[src/rtl/conv_scan_ctrl.sv]
// -----------------------------------------------------------------------------
// conv_scan_ctrl
//
// Layer-level sequencer for one convolution layer. On an accepted start it
// latches the layer geometry, requests the IFM load once, and then for every
// output-channel group requests a filter load and walks every
// (row, input-channel, column) position, column innermost. During the walk it
// presents the scan position, the first/last position flags and a run strobe
// to the buffer manager and PE datapath.
//
// Ports
//   clk, rstn             clock; asynchronous active-low reset
//   q_start               one-cycle layer start pulse (accepted in IDLE only)
//   q_width, q_height     IFM width / height, latched on start
//   q_channel             tiled input-channel count, latched on start
//   q_outchn_num          number of output-channel groups, latched on start
//   o_busy                high from the cycle after start through the o_done cycle
//   o_done                one-cycle layer-complete pulse
//   o_load_ifm            one-cycle IFM load request
//   i_load_ifm_done       IFM load complete pulse
//   o_load_filter         one-cycle filter load request
//   o_outchn              current output-channel group index
//   i_load_filter_done    filter load complete pulse
//   i_stall               datapath backpressure; freezes the scan
//   c_ctrl_data_run       scan position valid this cycle
//   c_row, c_col, c_chn   current scan position
//   c_is_first_* / c_is_last_*  position flags for row, column and channel
// -----------------------------------------------------------------------------
module conv_scan_ctrl #(
    parameter int W_SIZE    = 10,
    parameter int W_CHANNEL = 10
) (
    input  logic                 clk,
    input  logic                 rstn,

    input  logic                 q_start,
    input  logic [W_SIZE-1:0]    q_width,
    input  logic [W_SIZE-1:0]    q_height,
    input  logic [W_CHANNEL-1:0] q_channel,
    input  logic [W_CHANNEL-1:0] q_outchn_num,
    output logic                 o_busy,
    output logic                 o_done,

    output logic                 o_load_ifm,
    input  logic                 i_load_ifm_done,
    output logic                 o_load_filter,
    output logic [W_CHANNEL-1:0] o_outchn,
    input  logic                 i_load_filter_done,

    input  logic                 i_stall,
    output logic                 c_ctrl_data_run,
    output logic [W_SIZE-1:0]    c_row,
    output logic [W_SIZE-1:0]    c_col,
    output logic [W_CHANNEL-1:0] c_chn,
    output logic                 c_is_first_row,
    output logic                 c_is_last_row,
    output logic                 c_is_first_col,
    output logic                 c_is_last_col,
    output logic                 c_is_first_chn,
    output logic                 c_is_last_chn
);

    typedef enum logic [2:0] {
        S_IDLE      = 3'd0,
        S_LOAD_IFM  = 3'd1,
        S_LOAD_FILT = 3'd2,
        S_RUN       = 3'd3,
        S_DONE      = 3'd4
    } state_t;

    state_t                 r_state;

    // Latched layer geometry.
    logic [W_SIZE-1:0]      r_width;
    logic [W_SIZE-1:0]      r_height;
    logic [W_CHANNEL-1:0]   r_channel;
    logic [W_CHANNEL-1:0]   r_outchn_num;

    // Scan position and output-channel group.
    logic [W_SIZE-1:0]      r_row;
    logic [W_SIZE-1:0]      r_col;
    logic [W_CHANNEL-1:0]   r_chn;
    logic [W_CHANNEL-1:0]   r_outchn;

    // Registered control outputs.
    logic                   r_busy;
    logic                   r_done;
    logic                   r_load_ifm;
    logic                   r_load_filter;

    // Last-index values, computed at the width of the dimension itself.
    logic [W_SIZE-1:0]      w_width_m1;
    logic [W_SIZE-1:0]      w_height_m1;
    logic [W_CHANNEL-1:0]   w_channel_m1;
    logic [W_CHANNEL-1:0]   w_outchn_m1;

    logic                   w_last_col;
    logic                   w_last_row;
    logic                   w_last_chn;
    logic                   w_last_grp;
    logic                   w_in_run;
    logic                   w_advance;
    logic                   w_zero_dim;

    assign w_width_m1   = r_width      - W_SIZE'(1);
    assign w_height_m1  = r_height     - W_SIZE'(1);
    assign w_channel_m1 = r_channel    - W_CHANNEL'(1);
    assign w_outchn_m1  = r_outchn_num - W_CHANNEL'(1);

    assign w_last_col   = (r_col    == w_width_m1);
    assign w_last_row   = (r_row    == w_height_m1);
    assign w_last_chn   = (r_chn    == w_channel_m1);
    assign w_last_grp   = (r_outchn == w_outchn_m1);

    assign w_in_run     = (r_state == S_RUN);
    assign w_advance    = w_in_run && !i_stall;

    // A layer with any empty dimension has nothing to load or scan.
    assign w_zero_dim   = (q_width == '0) || (q_height == '0) ||
                          (q_channel == '0) || (q_outchn_num == '0);

    always_ff @(posedge clk or negedge rstn) begin
        if (!rstn) begin
            r_state       <= S_IDLE;
            r_width       <= '0;
            r_height      <= '0;
            r_channel     <= '0;
            r_outchn_num  <= '0;
            r_row         <= '0;
            r_col         <= '0;
            r_chn         <= '0;
            r_outchn      <= '0;
            r_busy        <= 1'b0;
            r_done        <= 1'b0;
            r_load_ifm    <= 1'b0;
            r_load_filter <= 1'b0;
        end else begin
            // Request and completion outputs are single-cycle pulses.
            r_load_ifm    <= 1'b0;
            r_load_filter <= 1'b0;
            r_done        <= 1'b0;

            case (r_state)
                S_IDLE: begin
                    if (q_start) begin
                        r_width      <= q_width;
                        r_height     <= q_height;
                        r_channel    <= q_channel;
                        r_outchn_num <= q_outchn_num;
                        r_row        <= '0;
                        r_col        <= '0;
                        r_chn        <= '0;
                        r_outchn     <= '0;
                        r_busy       <= 1'b1;
                        if (w_zero_dim) begin
                            r_state <= S_DONE;
                            r_done  <= 1'b1;
                        end else begin
                            r_state    <= S_LOAD_IFM;
                            r_load_ifm <= 1'b1;
                        end
                    end
                end

                S_LOAD_IFM: begin
                    // The completion is only honoured once the request
                    // cycle has passed, so a done coinciding with the
                    // request itself cannot short-circuit the load.
                    if (i_load_ifm_done && !r_load_ifm) begin
                        r_state       <= S_LOAD_FILT;
                        r_load_filter <= 1'b1;
                    end
                end

                S_LOAD_FILT: begin
                    if (i_load_filter_done && !r_load_filter) begin
                        r_state <= S_RUN;
                    end
                end

                S_RUN: begin
                    if (!i_stall) begin
                        if (w_last_col) begin
                            r_col <= '0;
                            if (w_last_chn) begin
                                r_chn <= '0;
                                if (w_last_row) begin
                                    // End of the scan for this group.
                                    r_row <= '0;
                                    if (!w_last_grp) begin
                                        r_outchn      <= r_outchn + W_CHANNEL'(1);
                                        r_state       <= S_LOAD_FILT;
                                        r_load_filter <= 1'b1;
                                    end else begin
                                        r_state <= S_DONE;
                                        r_done  <= 1'b1;
                                    end
                                end else begin
                                    r_row <= r_row + W_SIZE'(1);
                                end
                            end else begin
                                r_chn <= r_chn + W_CHANNEL'(1);
                            end
                        end else begin
                            r_col <= r_col + W_SIZE'(1);
                        end
                    end
                end

                S_DONE: begin
                    r_state <= S_IDLE;
                    r_busy  <= 1'b0;
                end

                default: begin
                    r_state <= S_IDLE;
                    r_busy  <= 1'b0;
                end
            endcase
        end
    end

    assign o_busy          = r_busy;
    assign o_done          = r_done;
    assign o_load_ifm      = r_load_ifm;
    assign o_load_filter   = r_load_filter;
    assign o_outchn        = r_outchn;

    assign c_ctrl_data_run = w_advance;
    assign c_row           = r_row;
    assign c_col           = r_col;
    assign c_chn           = r_chn;

    // Flags only carry meaning while scanning; outside RUN they read 0 so
    // the idle/reset interface is all-zero. They are not gated by i_stall,
    // so they hold with the counters during backpressure.
    assign c_is_first_row  = w_in_run && (r_row == '0);
    assign c_is_last_row   = w_in_run && w_last_row;
    assign c_is_first_col  = w_in_run && (r_col == '0);
    assign c_is_last_col   = w_in_run && w_last_col;
    assign c_is_first_chn  = w_in_run && (r_chn == '0);
    assign c_is_last_chn   = w_in_run && w_last_chn;

endmodule

[config.mk]
export PLATFORM = sky130hd
export DESIGN_NAME = conv_scan_ctrl
export DESIGN_NICKNAME = d
export VERILOG_FILES = /design/src/rtl/conv_scan_ctrl.sv
export SDC_FILE = /design/constraint.sdc
export NUM_CORES = 1
export LEC_CHECK = 0
export CAP_MARGIN = 40
export CORE_MARGIN = 5
export CORE_UTILIZATION = 35
export CTS_CLUSTER_SIZE = 10
export DETAILED_ROUTE_END_ITERATION = 8
export HOLD_SLACK_MARGIN = 0.05
export PLACE_DENSITY = 0.64
export SLEW_MARGIN = 10
export SYNTH_ARGS = -nofsm -noshare
export SYNTH_HDL_FRONTEND = slang
export SYNTH_SLANG_ARGS = --single-unit
export TNS_END_PERCENT = 10
[constraint.sdc]
create_clock -name clk -period 4.8 [get_ports clk]
set_clock_uncertainty 0.1 [all_clocks]
set_input_delay 0.96 -clock clk [delete_from_list [all_inputs] [get_ports clk]]
set_output_delay 0.96 -clock clk [all_outputs]
set_load 0.03 [all_outputs]
* Yosys cells after proc, flatten, opt, wreduce, memory -nomap -nowiden
Index checks and enable logic that the tools add are counted.
Storage, ports and cells: latch bits 0, memories kept 0, memory bits (writable) 0, register bits after elaboration 87, output and inout port bits 51, bits in read-only memories 0, input bits 46, word-level logic and storage cells 118
Operators by class: bitwise gates (word level) 1, magnitude comparators 0, $mul 0, $add $sub $neg 8, divide/modulo/power cells 0, reductions and logical operators 32, mux-type cells 49, eq/ne operators 15, shift-type cells 0
Operators with widths (count):
- two-way mux 10 bit | 15
- case mux 10 bit (2 select lines) | 4
- zero test 10 bit | 7
- adder 10 x 1 -> 10 bit (second input constant) | 4
- equality test 10 bit | 4
- subtractor 10 x 1 -> 10 bit (second input constant) | 4
- two-way mux 3 bit | 9
- two-way mux 1 bit | 17
- != test 2 bit (second input constant) | 8
- AND reduction 7 bit | 2
- case mux 3 bit (4 select lines) | 1
- logical AND 1 bit | 9
- equality test 3 x 2 -> 1 bit (second input constant) | 2
- case mux 1 bit (2 select lines) | 3
- AND reduction 5 bit | 1
- AND reduction 2 bit | 2
- AND reduction 4 bit | 1
- equality test 3 x 1 -> 1 bit (second input constant) | 1
- zero test 1 bit | 3
- zero test 3 bit | 1
- logical OR 1 bit | 3
- AND reduction 3 bit | 1
- OR reduction 3 bit | 1
- nonzero test 2 bit | 1
- inverter 1 bit | 1

* Logic depth before layout (Yosys ltp)
depth in word-level cells 8, mapped depth 12, gate-level depth less buffers 10

* Worst setup path before layout
Ideal clock, no wire load.
kind flip-flop to output port, from reg r_width[0], to out c_is_last_col, arrival 2.705 ns, data required time 3.740 ns, slack 1.035 ns, buffers on the path 1, stages on the path, launching flop included 10, path through dfrtp_1 > clkbuf_1 > inv_1 > ha_1 > or4b_4 > or3_4 > a2111oi_4 > and3_1 > o21ai_0 > nor2_1
On the way: longest elaborated chain between the ends 3
Ends and longest elaborated chain:
- from (decl) | RTL line 74 | logic [W_SIZE-1:0] r_width;
- from (signal assigned) | RTL line 146 | r_width <= q_width;
- subtractor 10 x 1 -> 10 bit | RTL line 105 | assign w_width_m1 = r_width - W_SIZE'(1);
- equality test 10 bit | RTL line 110 | assign w_last_col = (r_col == w_width_m1);
- logical AND 1 bit | RTL line 240 | assign c_is_last_col = w_in_run && w_last_col;
- to (decl) | RTL line 58 | output logic c_is_last_col,
No other way between the ends.

* Worst setup path in the final report
Same ends and word-level chain as after synthesis.

==> results.md <==
* Vias in the first global route at 4724
* Worst hold path cell count at 2
* Crit end category: output port
* Cell Area, Synth at 5530 sq um
* CP startpoint kind: flop
* Status: completed
* NumNets Final at 810
* First-pass GRT wire length at 24800 microns
* # rows at 46
* CTS buffer count at 9
* Buffers on Ports at 96
* Kind of critical path: reg2out
* Die Y at 136 microns
* Die X at 136 microns
* Net count after synthesis at 722
* FF+latch count, synth at 87
* Worst endpoint required time at 3.74 ns
* Leakage power at 3.03 nW
* Die area at 18400 sq um
* Seq/Total Area, Yosys at 39.4%
* Final number of setup-violating endpoints at 0
* Unique cell type count in the Yosys netlist at 58
* Post-synth EDFFs at 0
* Post-CTS setup buffer count at 0
* Hold WC Path Type: reg2reg
* Post-Synthesis Cells at 665
* Routed wire length per instance at 15.4 microns
* Max Freq at 0.218 GHz
* R2r worst-path depth at 10
* Initial core utilization at 35.2%
* H-tree level count at 3
* Total of max-cap violations at 0
* Final Hold Viols at 0
* Worst hold slack at 0.392 ns
* Routed Wire Length at 15000 microns
* Pwr per Cell Area at 287 nW/um^2
* Synth Flop Type: dfrtp_1
* Antenna Diode Count at 0
* IO Pins at 97
* DP HPWL at 11200 microns
* Clock transition at path regs at 0.06 ns
* Core area at 15700 sq um
* Largest net degree at the start of global routing at 53
* CTS tree: done
* Asr flop ratio synth at 100%
* Fillcell total at 1573
* Post-cts resize count at 0
* Crit-path max FO at 7
* Syn-to-layout area delta at 26.2%
* Worst R2R Setup Slack at 0.93 ns
* Minimum clock period after layout at 4.60 ns
* GR Overflow Total at 0
* Clk_lat worst skew at 0.35 ns
* Drt initial violations at 413
* Vias per cell at 5.21
* DR vias at 5067
* Clock sinks at 87
* Final Max Tran Viols at 0
* Clock Tree Buf Depth at 2
* Ys Warns at 0
* DRT antenna net count at 0
* Setup TNS at 0 ns
* First-pass detailed-route iteration total at 5
* Mean Syn Cell Area at 8.31 sq um
* RSZ-0062 raised after global routing: false
* Post-route clock period utilization at 95.8%
* Layout cells sized above 1 at 5.02%
* Gr usage total at 16.9%
* Clock root cell: clkbuf_16
* Global placement routability congestion at 0.849
* VDD IR-drop max at 184 uV
* Worst slew pin tran at 0.784 ns
* Initial antenna violation count at 0
* DRC violations left at 0
* Crit path DAT at 3.54 ns
* Max transition margin at 47.4%
* Post-CTS Hold Fix Bufs at 0
[per-stage QoR]
stage	setup slack [ns]	util [%]	cell area, sq um	power, mW	instances
global route	0.00834	44.4	6980	2.10	973
CTS	0.210	44.4	6980	2.03	973
floorplan	1.04	-	5530	1.15	665
global placement	0.616	42.8	6720	1.37	958
finish	0.203	44.4	6980	2.00	973
detailed placement	0.595	42.8	6720	1.37	958
[placed cells by master, fill, tap and decap left out, types with 14 or more instances in the layout]
master and count:
nand2_1 123, clkdlybuf4s50_1 95, dfrtp_1 87, nor2_1 52, o21ai_0 46, xnor2_1 30
xor2_1 28, nand3_1 26, inv_1 23, a21oi_1 23, nor4_1 21, or3_1 19
nor3_1 15, and3_1 14, nand2b_1 14, nand4_1 14
[power breakdown]
group          total, mW  internal [mW]  switching, mW  leakage [nW]
registers          0.863          0.773         0.0905          1.13
logic              0.492          0.218          0.273          1.77
clock network      0.648          0.362          0.286         0.127
[synthesized netlist by cell type (5+ instances only)]
library cell | instances | share of area, %
nor2_1 | 53 | 3.6
clkbuf_1 | 24 | 1.6
o21ai_0 | 46 | 4.2
nor3b_1 | 5 | 0.68
nor3_1 | 15 | 1.4
nand3_1 | 26 | 2.4
dfrtp_1 | 87 | 39
and3_1 | 14 | 1.6
or4_1 | 5 | 0.68
ha_1 | 11 | 2.5
or3_1 | 19 | 2.1
a21oi_1 | 23 | 2.1
nand2b_1 | 14 | 1.6
o31ai_1 | 7 | 0.95
inv_1 | 23 | 1.6
nor4_1 | 21 | 2.4
nor4b_1 | 5 | 0.79
nand2_1 | 123 | 8.4
nor2b_1 | 5 | 0.57
xor2_1 | 28 | 4.4
nand4_1 | 14 | 1.6
xnor2_1 | 30 | 4.8
[worst max-delay path: stages (launching register included)]
cell and delay, ns:
dfrtp_1 0.44, inv_1 0.10, ha_1 0.20, or4b_4 0.50
or3_4 0.39, a2111oi_4 0.40, and3_1 0.19, o21ai_0 0.11
nor2_1 0.12, clkdlybuf4s50_1 0.73
[final cells by class]
cell class              instances  area, sq um  share of cell area [%]
flip-flops and latches         87         2180                    31.2
repair buffers                104         1020                    14.6
well taps                     216          270                    3.87
clock inverters                 1         5.00                  0.0717
clock buffers                  14          254                    3.64
inverters                      23         86.3                    1.24
multi-input cells             528         3170                    45.4
[worst paths after layout]
| check | from | to |
|---|---|---|
| worst min-delay path | r_width[9] | r_width[9] |
| min in group asynchronous | rstn | c_row[7] |
| worst max register to register | r_width[0] | o_outchn[6] |
| worst min register to register | r_width[9] | r_width[9] |
| max in group asynchronous | rstn | r_state[2] |
| worst max-delay path | r_width[0] | c_is_last_col |
[sequential cells by signal, summed over array words and instances (netlist names)]
register and cells:
o_busy 1, c_row 10, c_col 10, r_width 10, r_channel 10, r_state 3
o_done 1, o_load_ifm 1, r_outchn_num 10, r_height 10, c_chn 10, o_load_filter 1
o_outchn 10
[kinds of logic (layout without fill, tap and decap cells)]
kind of cell               count (synthesis)  after routing  synth area share [%]
DFF                                       87             87                  39.4
and+or+nand+nor                          338            338                  30.9
xor gates and xnor gates                  58             58                  9.19
adders and majority gates                 11             11                  2.49
muxes                                      3              3                 0.588
AOI/OAI and AO/OA                        118            118                  14.0
buffers and inverters                     50            142                  3.46
[per-layer routing]
layer | vias up | track usage, % | share of wire [%]
met5 | - | 0 | 0
met4 | 0 | 6.05 | 2.0
met3 | 18 | 2.79 | 4.3
met2 | 109 | 26.4 | 46
met1 | 2404 | 23.6 | 48
li1 | 2536 | - | -
(Power assumes the default switching activity.)
